<file path="src/rtl/pc_sequencer_if.sv">
// Request/response bundle between the fetch controller and pc_sequencer.
// Signal names are from the sequencer's point of view: i_* flow into it, o_* flow out.
interface pc_sequencer_if #(
    parameter int XLEN = 32
);
    logic            i_stall;
    logic            i_branch;
    logic            i_bne;
    logic            i_equal;
    logic [15:0]     i_branch_offset;
    logic            i_jump;
    logic [25:0]     i_jump_target;
    logic            i_jr;
    logic [XLEN-1:0] i_jr_target;
    logic            i_call;
    logic            i_ret;
    logic [XLEN-1:0] o_pc_out;
    logic [XLEN-1:0] o_pc_plus4;
    logic            o_align_err;
    logic            o_ras_empty;

    modport master (
        output i_stall, i_branch, i_bne, i_equal, i_branch_offset,
               i_jump, i_jump_target, i_jr, i_jr_target, i_call, i_ret,
        input  o_pc_out, o_pc_plus4, o_align_err, o_ras_empty
    );

    modport slave (
        input  i_stall, i_branch, i_bne, i_equal, i_branch_offset,
               i_jump, i_jump_target, i_jr, i_jr_target, i_call, i_ret,
        output o_pc_out, o_pc_plus4, o_align_err, o_ras_empty
    );
endinterface

</file>
<file path="src/rtl/pc_sequencer.sv">
// Program-counter sequencer: ret > jr > jump > taken branch > pc+4, one-cycle latency.
// Define PC_SEQUENCER_RAS_EN to build the circular return-address stack; otherwise ret acts as jr.
module pc_sequencer #(
    parameter int              XLEN         = 32,
    parameter logic [XLEN-1:0] RESET_VECTOR = '0,
    parameter int              RAS_DEPTH    = 4
) (
    input logic           clk,
    input logic           reset,
    pc_sequencer_if.slave bus
);
    logic [XLEN-1:0] r_pc;
    logic            r_alignErr;
    logic [XLEN-1:0] w_pcPlus4;
    logic [XLEN-1:0] w_branchTarget;
    logic [XLEN-1:0] w_jumpTarget;
    logic [XLEN-1:0] w_jrTarget;
    logic [XLEN-1:0] w_nextPc;
    logic            w_taken;
    logic            w_misaligned;
    logic            w_useJr;
    logic            w_alignNext;
    logic            w_pop;
    logic [XLEN-1:0] w_popData;

    assign w_pcPlus4      = r_pc + XLEN'(4);
    assign w_taken        = bus.i_branch & (bus.i_equal ^ bus.i_bne);
    assign w_branchTarget = w_pcPlus4 + {{(XLEN-18){bus.i_branch_offset[15]}}, bus.i_branch_offset, 2'b00};
    assign w_jumpTarget   = {w_pcPlus4[XLEN-1:28], bus.i_jump_target, 2'b00};
    assign w_jrTarget     = {bus.i_jr_target[XLEN-1:2], 2'b00};
    assign w_misaligned   = (bus.i_jr_target[1:0] != 2'b00);

`ifdef PC_SEQUENCER_RAS_EN
    localparam int PTRW = $clog2(RAS_DEPTH);
    localparam int CNTW = $clog2(RAS_DEPTH + 1);

    logic [XLEN-1:0] r_ras [RAS_DEPTH];
    logic [PTRW-1:0] r_sp;
    logic [CNTW-1:0] r_count;
    logic [PTRW-1:0] w_top;
    logic            w_push;

    // r_sp names the next free slot; a push into a full stack silently overwrites the oldest entry.
    assign w_top     = r_sp - PTRW'(1);
    assign w_popData = r_ras[w_top];
    assign w_pop     = bus.i_ret & (r_count != '0);
    assign w_push    = bus.i_call & (bus.i_jump | bus.i_jr) & ~bus.i_ret;
    assign w_useJr   = (bus.i_ret | bus.i_jr) & ~w_pop;

    always_ff @(posedge clk or posedge reset) begin
        if (reset) begin
            r_sp    <= '0;
            r_count <= '0;
        end else if (!bus.i_stall) begin
            if (w_pop) begin
                r_sp    <= w_top;
                r_count <= r_count - CNTW'(1);
            end else if (w_push) begin
                r_sp <= r_sp + PTRW'(1);
                if (r_count != CNTW'(RAS_DEPTH)) begin
                    r_count <= r_count + CNTW'(1);
                end
            end
        end
    end

    always_ff @(posedge clk) begin
        if (!bus.i_stall && w_push) begin
            r_ras[r_sp] <= w_pcPlus4;
        end
    end

    assign bus.o_ras_empty = (r_count == '0);
`else
    logic w_unusedCall;

    assign w_unusedCall    = bus.i_call;
    assign w_pop           = 1'b0;
    assign w_popData       = '0;
    assign w_useJr         = bus.i_ret | bus.i_jr;
    assign bus.o_ras_empty = 1'b1;
`endif

    always_comb begin
        w_nextPc = w_pcPlus4;
        if (w_pop) begin
            w_nextPc = w_popData;
        end else if (w_useJr) begin
            w_nextPc = w_jrTarget;
        end else if (bus.i_jump) begin
            w_nextPc = w_jumpTarget;
        end else if (w_taken) begin
            w_nextPc = w_branchTarget;
        end
    end

    assign w_alignNext = ~bus.i_stall & w_useJr & w_misaligned;

    always_ff @(posedge clk or posedge reset) begin
        if (reset) begin
            r_pc       <= RESET_VECTOR;
            r_alignErr <= 1'b0;
        end else begin
            r_alignErr <= w_alignNext;
            if (!bus.i_stall) begin
                r_pc <= w_nextPc;
            end
        end
    end

    assign bus.o_pc_out     = r_pc;
    assign bus.o_pc_plus4   = w_pcPlus4;
    assign bus.o_align_err  = r_alignErr;
endmodule
</file>
<file path="src/flat_wrapper.sv">
// flat-port wrapper written by rule: the top's interface ports become plain ports
module pc_sequencer_flat 
#(
    parameter int              XLEN         = 32,
    parameter logic [XLEN-1:0] RESET_VECTOR = '0,
    parameter int              RAS_DEPTH    = 4
)
  (clk, reset, bus_i_stall, bus_i_branch, bus_i_bne, bus_i_equal, bus_i_branch_offset, bus_i_jump, bus_i_jump_target, bus_i_jr, bus_i_jr_target, bus_i_call, bus_i_ret, bus_o_pc_out, bus_o_pc_plus4, bus_o_align_err, bus_o_ras_empty);
  pc_sequencer_if #(.XLEN(XLEN)) bus_i ();
  input logic clk;
  input logic reset;
  input wire logic [$bits(bus_i.i_stall)-1:0] bus_i_stall;
  input wire logic [$bits(bus_i.i_branch)-1:0] bus_i_branch;
  input wire logic [$bits(bus_i.i_bne)-1:0] bus_i_bne;
  input wire logic [$bits(bus_i.i_equal)-1:0] bus_i_equal;
  input wire logic [$bits(bus_i.i_branch_offset)-1:0] bus_i_branch_offset;
  input wire logic [$bits(bus_i.i_jump)-1:0] bus_i_jump;
  input wire logic [$bits(bus_i.i_jump_target)-1:0] bus_i_jump_target;
  input wire logic [$bits(bus_i.i_jr)-1:0] bus_i_jr;
  input wire logic [$bits(bus_i.i_jr_target)-1:0] bus_i_jr_target;
  input wire logic [$bits(bus_i.i_call)-1:0] bus_i_call;
  input wire logic [$bits(bus_i.i_ret)-1:0] bus_i_ret;
  output wire logic [$bits(bus_i.o_pc_out)-1:0] bus_o_pc_out;
  output wire logic [$bits(bus_i.o_pc_plus4)-1:0] bus_o_pc_plus4;
  output wire logic [$bits(bus_i.o_align_err)-1:0] bus_o_align_err;
  output wire logic [$bits(bus_i.o_ras_empty)-1:0] bus_o_ras_empty;
  assign bus_i.i_stall = bus_i_stall;
  assign bus_i.i_branch = bus_i_branch;
  assign bus_i.i_bne = bus_i_bne;
  assign bus_i.i_equal = bus_i_equal;
  assign bus_i.i_branch_offset = bus_i_branch_offset;
  assign bus_i.i_jump = bus_i_jump;
  assign bus_i.i_jump_target = bus_i_jump_target;
  assign bus_i.i_jr = bus_i_jr;
  assign bus_i.i_jr_target = bus_i_jr_target;
  assign bus_i.i_call = bus_i_call;
  assign bus_i.i_ret = bus_i_ret;
  assign bus_o_pc_out = bus_i.o_pc_out;
  assign bus_o_pc_plus4 = bus_i.o_pc_plus4;
  assign bus_o_align_err = bus_i.o_align_err;
  assign bus_o_ras_empty = bus_i.o_ras_empty;
  pc_sequencer #(.XLEN(XLEN), .RESET_VECTOR(RESET_VECTOR), .RAS_DEPTH(RAS_DEPTH)) u_core (.clk(clk), .reset(reset), .bus(bus_i));
endmodule
</file>
<file path="config.mk">
export PLATFORM = sky130hd
export DESIGN_NAME = pc_sequencer_flat
export DESIGN_NICKNAME = d
export VERILOG_FILES = /design/src/rtl/pc_sequencer_if.sv /design/src/rtl/pc_sequencer.sv /design/src/flat_wrapper.sv
export SDC_FILE = /design/constraint.sdc
export NUM_CORES = 1
export LEC_CHECK = 0
export ABC_AREA = 1
export CAP_MARGIN = 20
export CORE_ASPECT_RATIO = 0.5
export CORE_UTILIZATION = 53
export DETAILED_ROUTE_END_ITERATION = 7
export GPL_TIMING_DRIVEN = 0
export MAX_ROUTING_LAYER = met4
export PLACE_DENSITY = 0.88
export SLEW_MARGIN = 30
export SYNTH_ARGS = -nofsm -noshare
export SYNTH_HDL_FRONTEND = slang
export SYNTH_SLANG_ARGS = --single-unit
</file>
<file path="constraint.sdc">
create_clock -name clk -period 7.8 [get_ports clk]
set_input_delay 0.78 -clock clk [delete_from_list [all_inputs] [get_ports clk]]
set_output_delay 0.78 -clock clk [all_outputs]
set_load 0.02 [all_outputs]
</file>
==> results.ini, run 1 <==
[synthesis]
synth_top_family_by_area = simple AND/OR/NAND/NOR gates
async_reset_ff_frac = 1.00
ys_warn_count = 0
synth_area_per_cell_um2 = 5.50
synth_area_leaders = nand2_1 23%, dfrtp_1 15%, inv_1 11%
synth.distinct_cells = 38
synth_fa_ha_area_frac = 0.0909
synth_top_cell_by_area = nand2_1
syn_area_um2 = 5170
synthMuxAreaShare = 0
ys.flop_type = dfrtp_1
synth_top_area_frac = 0.231
yosys.cell_count.top_type = nand2_1
yosys.area_share.simple = 0.475
synth_compound_area_frac = 0.0999
synth_edf_count = 0
syn_inst = 941
yosys-top-cells-count = 318 x nand2_1, 151 x inv_1, 106 x nor2_1
ys_seq_area_frac = 0.150
yosys_register_bits = 31
synthXorXnorAreaFrac = 0.0452

[detailed_routing]
dr_wl_met2_um = 8330
drt-total-wl_um = 20200
maxUsedRoutingLayer = met4
routed_via_density = 5.42
drc = 0
route.met3.wl_um = 2620
postRouteAntennaNets = 0
wire_per_inst_um = 16.5
met1Wirelength_um = 9050
dr.pass1.iters = 5
first_iter_violations = 667
vias = 6664

[global_routing]
grt_pass1_wl_um = 30800
antenna_found_initial = 1
grt_pass1_vias = 6011
grt_usage = 0.414
grt_max_degree = 32
grt_overflow = 0

[clocking]
cts_hold_buffers = 0
clock_latency_ns = 0.28
h-tree-depth = 2
cts_buffers = 5
clockBufferDepth = 2
clockRootBuffer = clkbuf_16
post_cts_buffers = 0
cts_tree = yes
cts_resized = 0
clock_sinks = 31
path_clk_slew_ns = 0.06

[sta]
finalCriticalPeriod_ns = 3.79
finalHoldViolations = 0
final.setup.tns_ns = 0
tightestPinTransition_ns = 0.887
rsz0062_at_grt = false
max_freq_mhz = 264
slew_viol_final = 0
setup-violations-final = 0
slew_headroom = 0.407
finClkSkew_ns = 0.00676
fin_ws_ns = 4.01
post-route-period-util = 0.486

[die]
dieArea_um2 = 10200
ios = 150
start_util = 0.548
fp-row-count = 25
coreArea_um2 = 9450
die_x_um = 142
die_h_um = 71.9

[worst_hold_path]
hold_depth = 2
worstHoldPathType = reg -> reg
hold_start = u_core.bus.o_pc_out[18]$_DFFE_PP0N_

[critical_path]
cpPeakStageDelay_ns = 0.46
slowest_stage = dfrtp_1
critPathBufInv = 3
cp.required_ns = 7.97
setup.worst_path.class = reg -> reg
cp-startpoint = u_core.bus.o_pc_out[14]$_DFFE_PP0N_
rr_worst_depth = 19
crit_path_start_kind = register
arrival_ns = 3.96
critPathMostFrequentCell = nand2_1
worstPathMaxFanout = 5
path_cells = nand2_1 -> nor2_1 -> nand2_1 -> nor3_1 -> nand2_1 -> xor2_1 -> inv_1 -> ha_1 -> nand2_1 -> inv_1 -> nand3_1 -> o21ai_0 -> inv_1 -> nand3_1 -> nand2_1 -> nand3_1 -> nand2_1 -> nand2_1 -> nand2_1
endpoint_kind = register
critical_path.top_delay_family = simple AND/OR/NAND/NOR gates
r2r-start = u_core.bus.o_pc_out[14]$_DFFE_PP0N_
crit_cells = 19

[final_layout]
syn_to_final_growth_pct = 33.8
drive_gt1_frac = 0.0530
fin_area_um2 = 6920
utilization = 0.733
design.final.nets = 1214

[power]
sw_frac_of_total = 0.478
ir_drop_mv = 0.140
p_per_area_nw_per_um2 = 148
p_seq_frac = 0.212
p_switching_mw = 0.489
power.internal_mw = 0.534
finalPower_mw = 1.02
leakage_nw = 3.55
combPwrFrac = 0.601
p_clk_frac = 0.187

[placement]
hpwl_um = 16900
place_ws_ns = 4.00
io_buffer_count = 142
place_area_um2 = 6780
gp_congestion = 1.01

[flow_run]
drv_cap = 0

[status]
status = complete, no violations

## worst register-to-register path, stage by stage (launching register included)
cell and delay, ns:
dfrtp_1 0.46, nand2_1 0.17, nor2_1 0.17, nand2_1 0.12, nor3_1 0.23, nand2_1 0.12, xor2_1 0.40, inv_1 0.15
ha_1 0.39, nand2_1 0.11, inv_1 0.08, nand3_1 0.12, o21ai_0 0.41, inv_1 0.12, nand3_1 0.10, nand2_1 0.05
nand3_1 0.19, nand2_1 0.16, nand2_1 0.09, nand2_1 0.05
## power groups by stage
stage,sequential (mW),clock (mW),combinational [mW]
after floorplan,0.232,0,0.342
after global placement,0.217,0,0.588
after detailed placement,0.217,0,0.597
after CTS,0.215,0.190,0.601
after global routing,0.220,0.199,0.667
final,0.217,0.191,0.615
## routing by layer
| layer | vias up | global-route usage |
|---|---|---|
| li1 | 3252 | - |
| met5 | - | - |
| met4 | 0 | 0.0800 |
| met3 | 32 | 0.105 |
| met1 | 3033 | 0.572 |
| met2 | 347 | 0.610 |
## flip-flops by register name, indices dropped and copies added (netlist names)
signal / flops
u_core.bus.o_align_err: 1
u_core.bus.o_pc_out: 30
## cell type report
type	instances	area, um^2
clock inverter	3	20.0
multi-input combinational	733	3700
inverter	159	597
sequential	31	776
tap	135	169
timing repair buffer	142	1420
clock buffer	5	125
buffer	21	113
fill	842	2520
antenna	1	2.50
## metrics by stage
stage / instances / hold WS, ns
after floorplan: 944 / 0.657
after global placement: 1221 / 0.595
after detailed placement: 1221 / 0.593
after CTS: 1229 / 0.610
after global routing: 1230 / 0.664
final: 1230 / 0.622
## placed cells by master (no fill, tap or decap), types with 2 or more instances in the layout
cell type          n
inv_1            150
nand3_2            4
nor2_2             7
o211ai_1           9
a21oi_1           37
buf_2              3
nor2_1           106
clkdlybuf4s50_1  142
o221ai_1           4
a31oi_1            2
buf_4              5
o21bai_1           5
xor2_1            21
clkinvlp_4         2
dfrtp_1           31
nor2_4             7
nand4_1           14
inv_2              8
o21ai_0           31
nor3_1             7
nand2_1          318
xnor2_1            2
conb_1             5
or2_2              2
xor2_2             2
nand3_1           93
ha_1              36
o21ai_1            3
nand2_2           10
clkbuf_1          12
clkbuf_16          5
## cell families (layout without fill, tap and decap cells)
kind of cell               after synthesis  in the layout
and+or+nand+nor                        574            574
adders and majority gates               37             37
DFF                                     31             31
xor gates and xnor gates                25             25
other                                    2              6
buffers and inverters                  180            330
AOI/OAI and AO/OA                       92             92
## path summary, 6_finish.rpt
check | end | slack, ns
max in group asynchronous | u_core.bus.o_pc_out[31]$_DFFE_PP0N_ | 6.46
worst min register to register | u_core.bus.o_pc_out[18]$_DFFE_PP0N_ | 0.62
worst max-delay path | u_core.bus.o_pc_out[22]$_DFFE_PP0N_ | 4.01
worst min-delay path | u_core.bus.o_pc_out[18]$_DFFE_PP0N_ | 0.62
min in group asynchronous | u_core.bus.o_pc_out[15]$_DFFE_PP0N_ | 0.92
worst max register to register | u_core.bus.o_pc_out[22]$_DFFE_PP0N_ | 4.01
Power figures use the tool's default switching activity.
==> run 2: changes to the inputs <==
--- a/config.mk
+++ b/config.mk
@@ -8,11 +8,11 @@
 export ABC_AREA = 1
 export CAP_MARGIN = 20
 export CORE_ASPECT_RATIO = 0.5
-export CORE_UTILIZATION = 53
+export CORE_UTILIZATION = 45
 export DETAILED_ROUTE_END_ITERATION = 7
 export GPL_TIMING_DRIVEN = 0
 export MAX_ROUTING_LAYER = met4
-export PLACE_DENSITY = 0.88
+export PLACE_DENSITY = 0.79
 export SLEW_MARGIN = 30
 export SYNTH_ARGS = -nofsm -noshare
 export SYNTH_HDL_FRONTEND = slang
==> constraint.sdc (replaced) <==
create_clock -name clk -period 3.4 [get_ports clk]
set_input_delay 0.34 -clock clk [delete_from_list [all_inputs] [get_ports clk]]
set_output_delay 0.34 -clock clk [all_outputs]
set_load 0.02 [all_outputs]
==> results.ini, run 2 (same netlist as run 1, synthesis figures left out) <==
[clocking]
clock_sinks = 31  ; unchanged
cts_tree = yes
clockBufferDepth = 2  ; unchanged
cts_buffers = 5  ; unchanged
path_clk_slew_ns = 0.05  ; about the same
clockRootBuffer = clkbuf_16
h-tree-depth = 2  ; unchanged
clock_latency_ns = 0.28  ; about the same
cts_hold_buffers = 0  ; unchanged

[die]
dieArea_um2 = 12000  ; +17%
coreArea_um2 = 11100  ; +17%
start_util = 0.467  ; -0.0808
fp-row-count = 27  ; +8.0%
die_h_um = 77.8  ; +8.3%
ios = 150  ; unchanged
die_x_um = 154  ; +8.4%

[detailed_routing]
dr.pass1.iters = 5  ; unchanged
first_iter_violations = 746  ; +12%
drc = 0  ; unchanged
routed_via_density = 5.29  ; -2.4%
drt-total-wl_um = 21300  ; +5.2%
wire_per_inst_um = 17.1  ; +3.8%
vias = 6591  ; -1.1%
postRouteAntennaNets = 0  ; unchanged

[final_layout]
drive_gt1_frac = 0.103  ; +0.0496
fin_cells = 1246  ; +1.3%
largest_reg_flops = 30  ; unchanged
design.final.nets = 1221  ; +0.58%
fillers = 1107  ; +31%
final_common_cell = nand2_1
utilization = 0.652  ; -0.0810
syn_to_final_growth_pct = 39.6
fin_area_um2 = 7220  ; +4.3%
mostFrequentLayoutCells = 313 x nand2_1, 149 x inv_1, 142 x clkdlybuf4s50_1
diodes = 0  ; -1

[worst_hold_path]
worstHoldPathType = in -> async

[critical_path]
slowest_stage = dfrtp_1
r2r-start = u_core.bus.o_pc_out[11]$_DFFE_PP0N_
cpPeakStageDelay_ns = 0.49  ; +0.03 ns
setup.worst_path.class = reg -> reg
rrSetupSlack_ns = 0.14  ; -3.87 ns
critPathBufInv = 1  ; -2
path_cells = nand2_1 -> nor2_1 -> nand2_2 -> nor2_1 -> nand2_1 -> xor2_1 -> inv_1 -> ha_1 -> a21oi_1 -> o21ai_0 -> a21oi_1 -> nand3_1 -> nand2_1 -> nand3_2 -> nand2_1 -> nand2_1 -> nand2_1
rr_worst_depth = 17  ; -2
cp.required_ns = 3.62  ; -4.35 ns
arrival_ns = 3.48  ; -0.48 ns
rr_endpoint = u_core.bus.o_pc_out[24]$_DFFE_PP0N_
worstPathMaxFanout = 6  ; +1
endpoint_kind = register
crit_path_start_kind = register
critical_path.top_delay_family = simple AND/OR/NAND/NOR gates
critPathMostFrequentCell = nand2_1

[sta]
final.setup.tns_ns = 0  ; unchanged
max_freq_mhz = 307  ; +16%
setup-violations-final = 0  ; unchanged
tightestPinTransition_ns = 1.01  ; +0.124 ns
slew_headroom = 0.324  ; -0.0830
slew_viol_final = 0  ; unchanged
finClkSkew_ns = 0.00465  ; -0.00211 ns
finalCriticalPeriod_ns = 3.26  ; -0.535 ns
post-route-period-util = 0.958  ; +0.472
finalHoldViolations = 0  ; unchanged

[power]
leakage_nw = 3.61  ; +1.4%
ir_drop_mv = 0.284  ; +100%
p_per_area_nw_per_um2 = 336  ; +130%
finalPower_mw = 2.43  ; +140%

[global_routing]
grt_pass1_wl_um = 32000  ; +3.8%
antenna_found_initial = 0  ; -1
grt_overflow = 0  ; unchanged
grt_max_degree = 32  ; unchanged
grt_usage = 0.363  ; -0.0512
grt_pass1_vias = 5854  ; -2.6%

[placement]
place_area_um2 = 6790  ; +0.18%
dp_cells = 1231  ; +0.82%
hpwl_um = 17700  ; +4.9%
io_buffer_count = 142  ; unchanged
gp_congestion = 1.01  ; about the same

[flow_run]
drv_cap = 0  ; unchanged

[status]
status = complete, no violations

-- run 2: worst max-delay path by stage --
| stage | slack, ns | to | from | cells past startpoint |
|---|---|---|---|---|
| after floorplan | 0.44 | u_core.bus.o_pc_out[26]$_DFFE_PP0N_ | u_core.bus.o_pc_out[3]$_DFFE_PP0N_ | 17 |
| after global placement | -0.14 | u_core.bus.o_pc_out[22]$_DFFE_PP0N_ | u_core.bus.o_pc_out[17]$_DFFE_PP0N_ | 19 |
| after detailed placement | -0.14 | u_core.bus.o_pc_out[22]$_DFFE_PP0N_ | u_core.bus.o_pc_out[15]$_DFFE_PP0N_ | 19 |
| after CTS | 0.01 | u_core.bus.o_pc_out[30]$_DFFE_PP0N_ | u_core.bus.o_pc_out[6]$_DFFE_PP0N_ | 16 |
| after global routing | -0.02 | u_core.bus.o_pc_out[25]$_DFFE_PP0N_ | u_core.bus.o_pc_out[3]$_DFFE_PP0N_ | 19 |
| final | 0.14 | u_core.bus.o_pc_out[24]$_DFFE_PP0N_ | u_core.bus.o_pc_out[11]$_DFFE_PP0N_ | 17 |
-- run 2: timing repair --
| action | in CTS | in global routing |
|---|---|---|
| setup endpoints to repair | 3 | 18 |
| pin swaps | 0 | 5 |
| setup buffers | 0 | 7 |
| gates resized for setup | 3 | 52 |
-- run 2: final cells by class --
| cell class | count | area [um^2] | share of cell area |
|---|---|---|---|
| buffer | 21 | 113 | 0.0156 |
| clock buffer | 7 | 133 | 0.0184 |
| clock inverter | 1 | 5.00 | 0.000693 |
| inverter | 159 | 597 | 0.0826 |
| multi-input combinational | 733 | 3930 | 0.545 |
| sequential | 31 | 787 | 0.109 |
| tap | 145 | 181 | 0.0251 |
| timing repair buffer | 149 | 1470 | 0.204 |
-- run 2: routing by layer --
layer / wire (um) / track usage / up-vias
met3: 1990 / 0.0497 / 17
met4: 149 / 0.0410 / 0
met2: 8770 / 0.531 / 279
li1: - / - / 3268
met1: 10400 / 0.536 / 3027
met5: 0 / - / -
-- run 2: power by group --
part	leakage (nW)	internal, mW	total (mW)	switching [mW]
clock	0.0679	0.270	0.433	0.162
sequential	0.369	0.417	0.501	0.0838
combinational	3.17	0.581	1.49	0.913
total	3.61	1.27	2.43	1.16
-- run 2: stage by stage --
stage                     hold slack [ns]  setup WS [ns]
final                               0.484          0.142
after global routing                0.544        -0.0212
after CTS                           0.509         0.0126
after detailed placement            0.599         -0.135
after global placement              0.583         -0.137
after floorplan                     0.444          0.438
==> run 3: changes to the inputs <==
--- a/config.mk
+++ b/config.mk
@@ -9,6 +9,7 @@
 export CAP_MARGIN = 20
 export CORE_ASPECT_RATIO = 0.5
 export CORE_UTILIZATION = 45
+export CTS_BUF_LIST = sky130_fd_sc_hd__clkbuf_8
 export DETAILED_ROUTE_END_ITERATION = 7
 export GPL_TIMING_DRIVEN = 0
 export MAX_ROUTING_LAYER = met4
==> results.ini, run 3 (same netlist as run 1, synthesis figures left out) <==
[status]
status = complete, no violations

[critical_path]
worstPathMaxFanout = 5  ; -1
endpoint_kind = register
critPathBufInv = 2  ; +1
rr_endpoint = u_core.bus.o_pc_out[29]$_DFFE_PP0N_
rr_worst_depth = 20  ; +3
path_cells = nand2_1 -> nor2_2 -> nand2_1 -> nor3_1 -> nand2_1 -> xor2_4 -> inv_1 -> ha_1 -> nand2_1 -> inv_1 -> nand2_1 -> nand3_1 -> a21oi_2 -> nor2_1 -> nor2_1 -> nand2_1 -> nand2_1 -> nand3_1 -> nand2_1 -> nand2_1
critical_path.top_delay_family = simple AND/OR/NAND/NOR gates
rrSetupSlack_ns = 0.12  ; -0.03 ns
arrival_ns = 3.47  ; about the same
critPathMostFrequentCell = nand2_1
crit_path_start_kind = register
cp.required_ns = 3.59  ; -0.03 ns
slowest_stage = dfrtp_2
r2r-start = u_core.bus.o_pc_out[14]$_DFFE_PP0N_
cpPeakStageDelay_ns = 0.44  ; -0.05 ns
setup.worst_path.class = reg -> reg

[die]
fp-row-count = 27  ; unchanged
die_x_um = 154  ; unchanged
dieArea_um2 = 12000  ; unchanged
coreArea_um2 = 11100  ; unchanged
ios = 150  ; unchanged
die_h_um = 77.8  ; unchanged
start_util = 0.467  ; unchanged

[sta]
final.setup.tns_ns = 0  ; unchanged
max_freq_mhz = 304  ; -0.82%
finalCriticalPeriod_ns = 3.28  ; +0.0271 ns
setup-violations-final = 0  ; unchanged
finalHoldViolations = 0  ; unchanged
tightestPinTransition_ns = 0.958  ; -0.0533 ns
slew_viol_final = 0  ; unchanged
post-route-period-util = 0.966  ; +0.00796
finClkSkew_ns = 0.00849  ; +0.00384 ns
slew_headroom = 0.360  ; +0.0356

[final_layout]
diodes = 0  ; unchanged
drive_gt1_frac = 0.0974  ; -0.00527
design.final.nets = 1219  ; -0.16%
syn_to_final_growth_pct = 37.8
final_common_cell = nand2_1
mostFrequentLayoutCells = 314 x nand2_1, 151 x inv_1, 142 x clkdlybuf4s50_1
largest_reg_flops = 30  ; unchanged

[global_routing]
grt_max_degree = 32  ; unchanged
grt_pass1_vias = 5850  ; -0.068%
antenna_found_initial = 0  ; unchanged
grt_pass1_wl_um = 31800  ; -0.41%
grt_overflow = 0  ; unchanged
grt_usage = 0.361  ; -0.00176

[detailed_routing]
wire_per_inst_um = 17.0  ; -0.54%
vias = 6583  ; -0.12%
dr.pass1.iters = 6  ; +1
drc = 0  ; unchanged
drt-total-wl_um = 21100  ; -0.70%
first_iter_violations = 724  ; -2.9%
postRouteAntennaNets = 0  ; unchanged
routed_via_density = 5.29  ; about the same

[placement]
gp_congestion = 1.01  ; unchanged
hpwl_um = 17700  ; unchanged
io_buffer_count = 142  ; unchanged

[power]
ir_drop_mv = 0.245  ; -14%
p_per_area_nw_per_um2 = 318  ; -5.5%
leakage_nw = 3.58  ; -0.76%
p_clk_frac = 0.125  ; -0.053
finalPower_mw = 2.26  ; -6.7%
p_switching_mw = 1.14  ; -1.9%
p_seq_frac = 0.221  ; +0.015
combPwrFrac = 0.654  ; +0.039
sw_frac_of_total = 0.502  ; +0.0245
power.internal_mw = 1.13  ; -11%

[worst_hold_path]
worstHoldPathType = in -> async

[clocking]
clockBufferDepth = 2  ; unchanged
clock_latency_ns = 0.29  ; about the same
clockRootBuffer = clkbuf_8
cts_tree = yes
clock_sinks = 31  ; unchanged
h-tree-depth = 2  ; unchanged
path_clk_slew_ns = 0.07  ; +0.02 ns
cts_hold_buffers = 0  ; unchanged
cts_buffers = 5  ; unchanged

[flow_run]
drv_cap = 0  ; unchanged

## run 3: cell count changes in the layout (fill, tap and decap cells not counted)
| cell | change |
|---|---|
| xor2_1 | +1 |
| dfrtp_2 | -1 |
| clkbuf_1 | -2 |
| ha_1 | +1 |
| nand2_2 | -1 |
| clkbuf_16 | -5 |
| buf_4 | -2 |
| xor2_2 | -1 |
| clkbuf_8 | +5 |
| inv_1 | +2 |
| nand2_1 | +1 |
| dfrtp_1 | +1 |
| ha_4 | -1 |
## run 3: how the worst max path moves through the flow
stage | startpoint | slack (ns) | cells past startpoint | end
floorplan | u_core.bus.o_pc_out[3]$_DFFE_PP0N_ | 0.44 | 17 | u_core.bus.o_pc_out[26]$_DFFE_PP0N_
global placement | u_core.bus.o_pc_out[17]$_DFFE_PP0N_ | -0.14 | 19 | u_core.bus.o_pc_out[22]$_DFFE_PP0N_
detailed placement | u_core.bus.o_pc_out[15]$_DFFE_PP0N_ | -0.14 | 19 | u_core.bus.o_pc_out[22]$_DFFE_PP0N_
CTS | u_core.bus.o_pc_out[6]$_DFFE_PP0N_ | 0.01 | 16 | u_core.bus.o_pc_out[30]$_DFFE_PP0N_
global route | u_core.bus.o_pc_out[11]$_DFFE_PP0N_ | -0.03 | 19 | u_core.bus.o_pc_out[24]$_DFFE_PP0N_
finish | u_core.bus.o_pc_out[14]$_DFFE_PP0N_ | 0.12 | 20 | u_core.bus.o_pc_out[29]$_DFFE_PP0N_
## run 3: metrics by stage
stage                     setup WS (ns)   util  hold slack, ns  instances  instance area [um^2]
after floorplan                   0.438      -           0.444        944                  5180
after global placement           -0.137  0.613           0.583       1231                  6790
after detailed placement         -0.135  0.613           0.599       1231                  6790
after CTS                        0.0105  0.621           0.494       1239                  6880
after global routing            -0.0324  0.643           0.527       1244                  7130
final                             0.115  0.643           0.472       1244                  7130
## run 3: power groups by stage
stage	combinational (mW)	clock, mW	sequential [mW]
2_1_floorplan	0.784	0	0.533
3_3_place_gp	1.37	0	0.497
5_1_grt	1.60	0.299	0.506
6_report	1.48	0.284	0.500
4_1_cts	1.39	0.285	0.492
3_5_place_dp	1.38	0	0.497
## run 3: area by class of cell
| class | count | area, um^2 |
|---|---|---|
| timing repair buffer | 147 | 1460 |
| multi-input combinational | 733 | 3910 |
| inverter | 159 | 597 |
| sequential | 31 | 786 |
| buffer | 21 | 113 |
| clock inverter | 3 | 12.5 |
| clock buffer | 5 | 68.8 |
| fill | 1120 | 3950 |
| tap | 145 | 181 |
## run 3: layer usage
layer | up-vias | GRT usage | share of wire
li1 | 3258 | - | -
met1 | 3034 | 0.536 | 0.49
met2 | 272 | 0.528 | 0.41
met3 | 19 | 0.0475 | 0.089
met4 | 0 | 0.0400 | 0.0090
met5 | - | - | 0
## run 3: repair_timing
action / 4_1_cts / 5_1_grt
resized for setup: 3 / 48
pin swaps: 0 / 3
endpoints found under the setup margin: 2 / 18
buffers inserted: 0 / 5
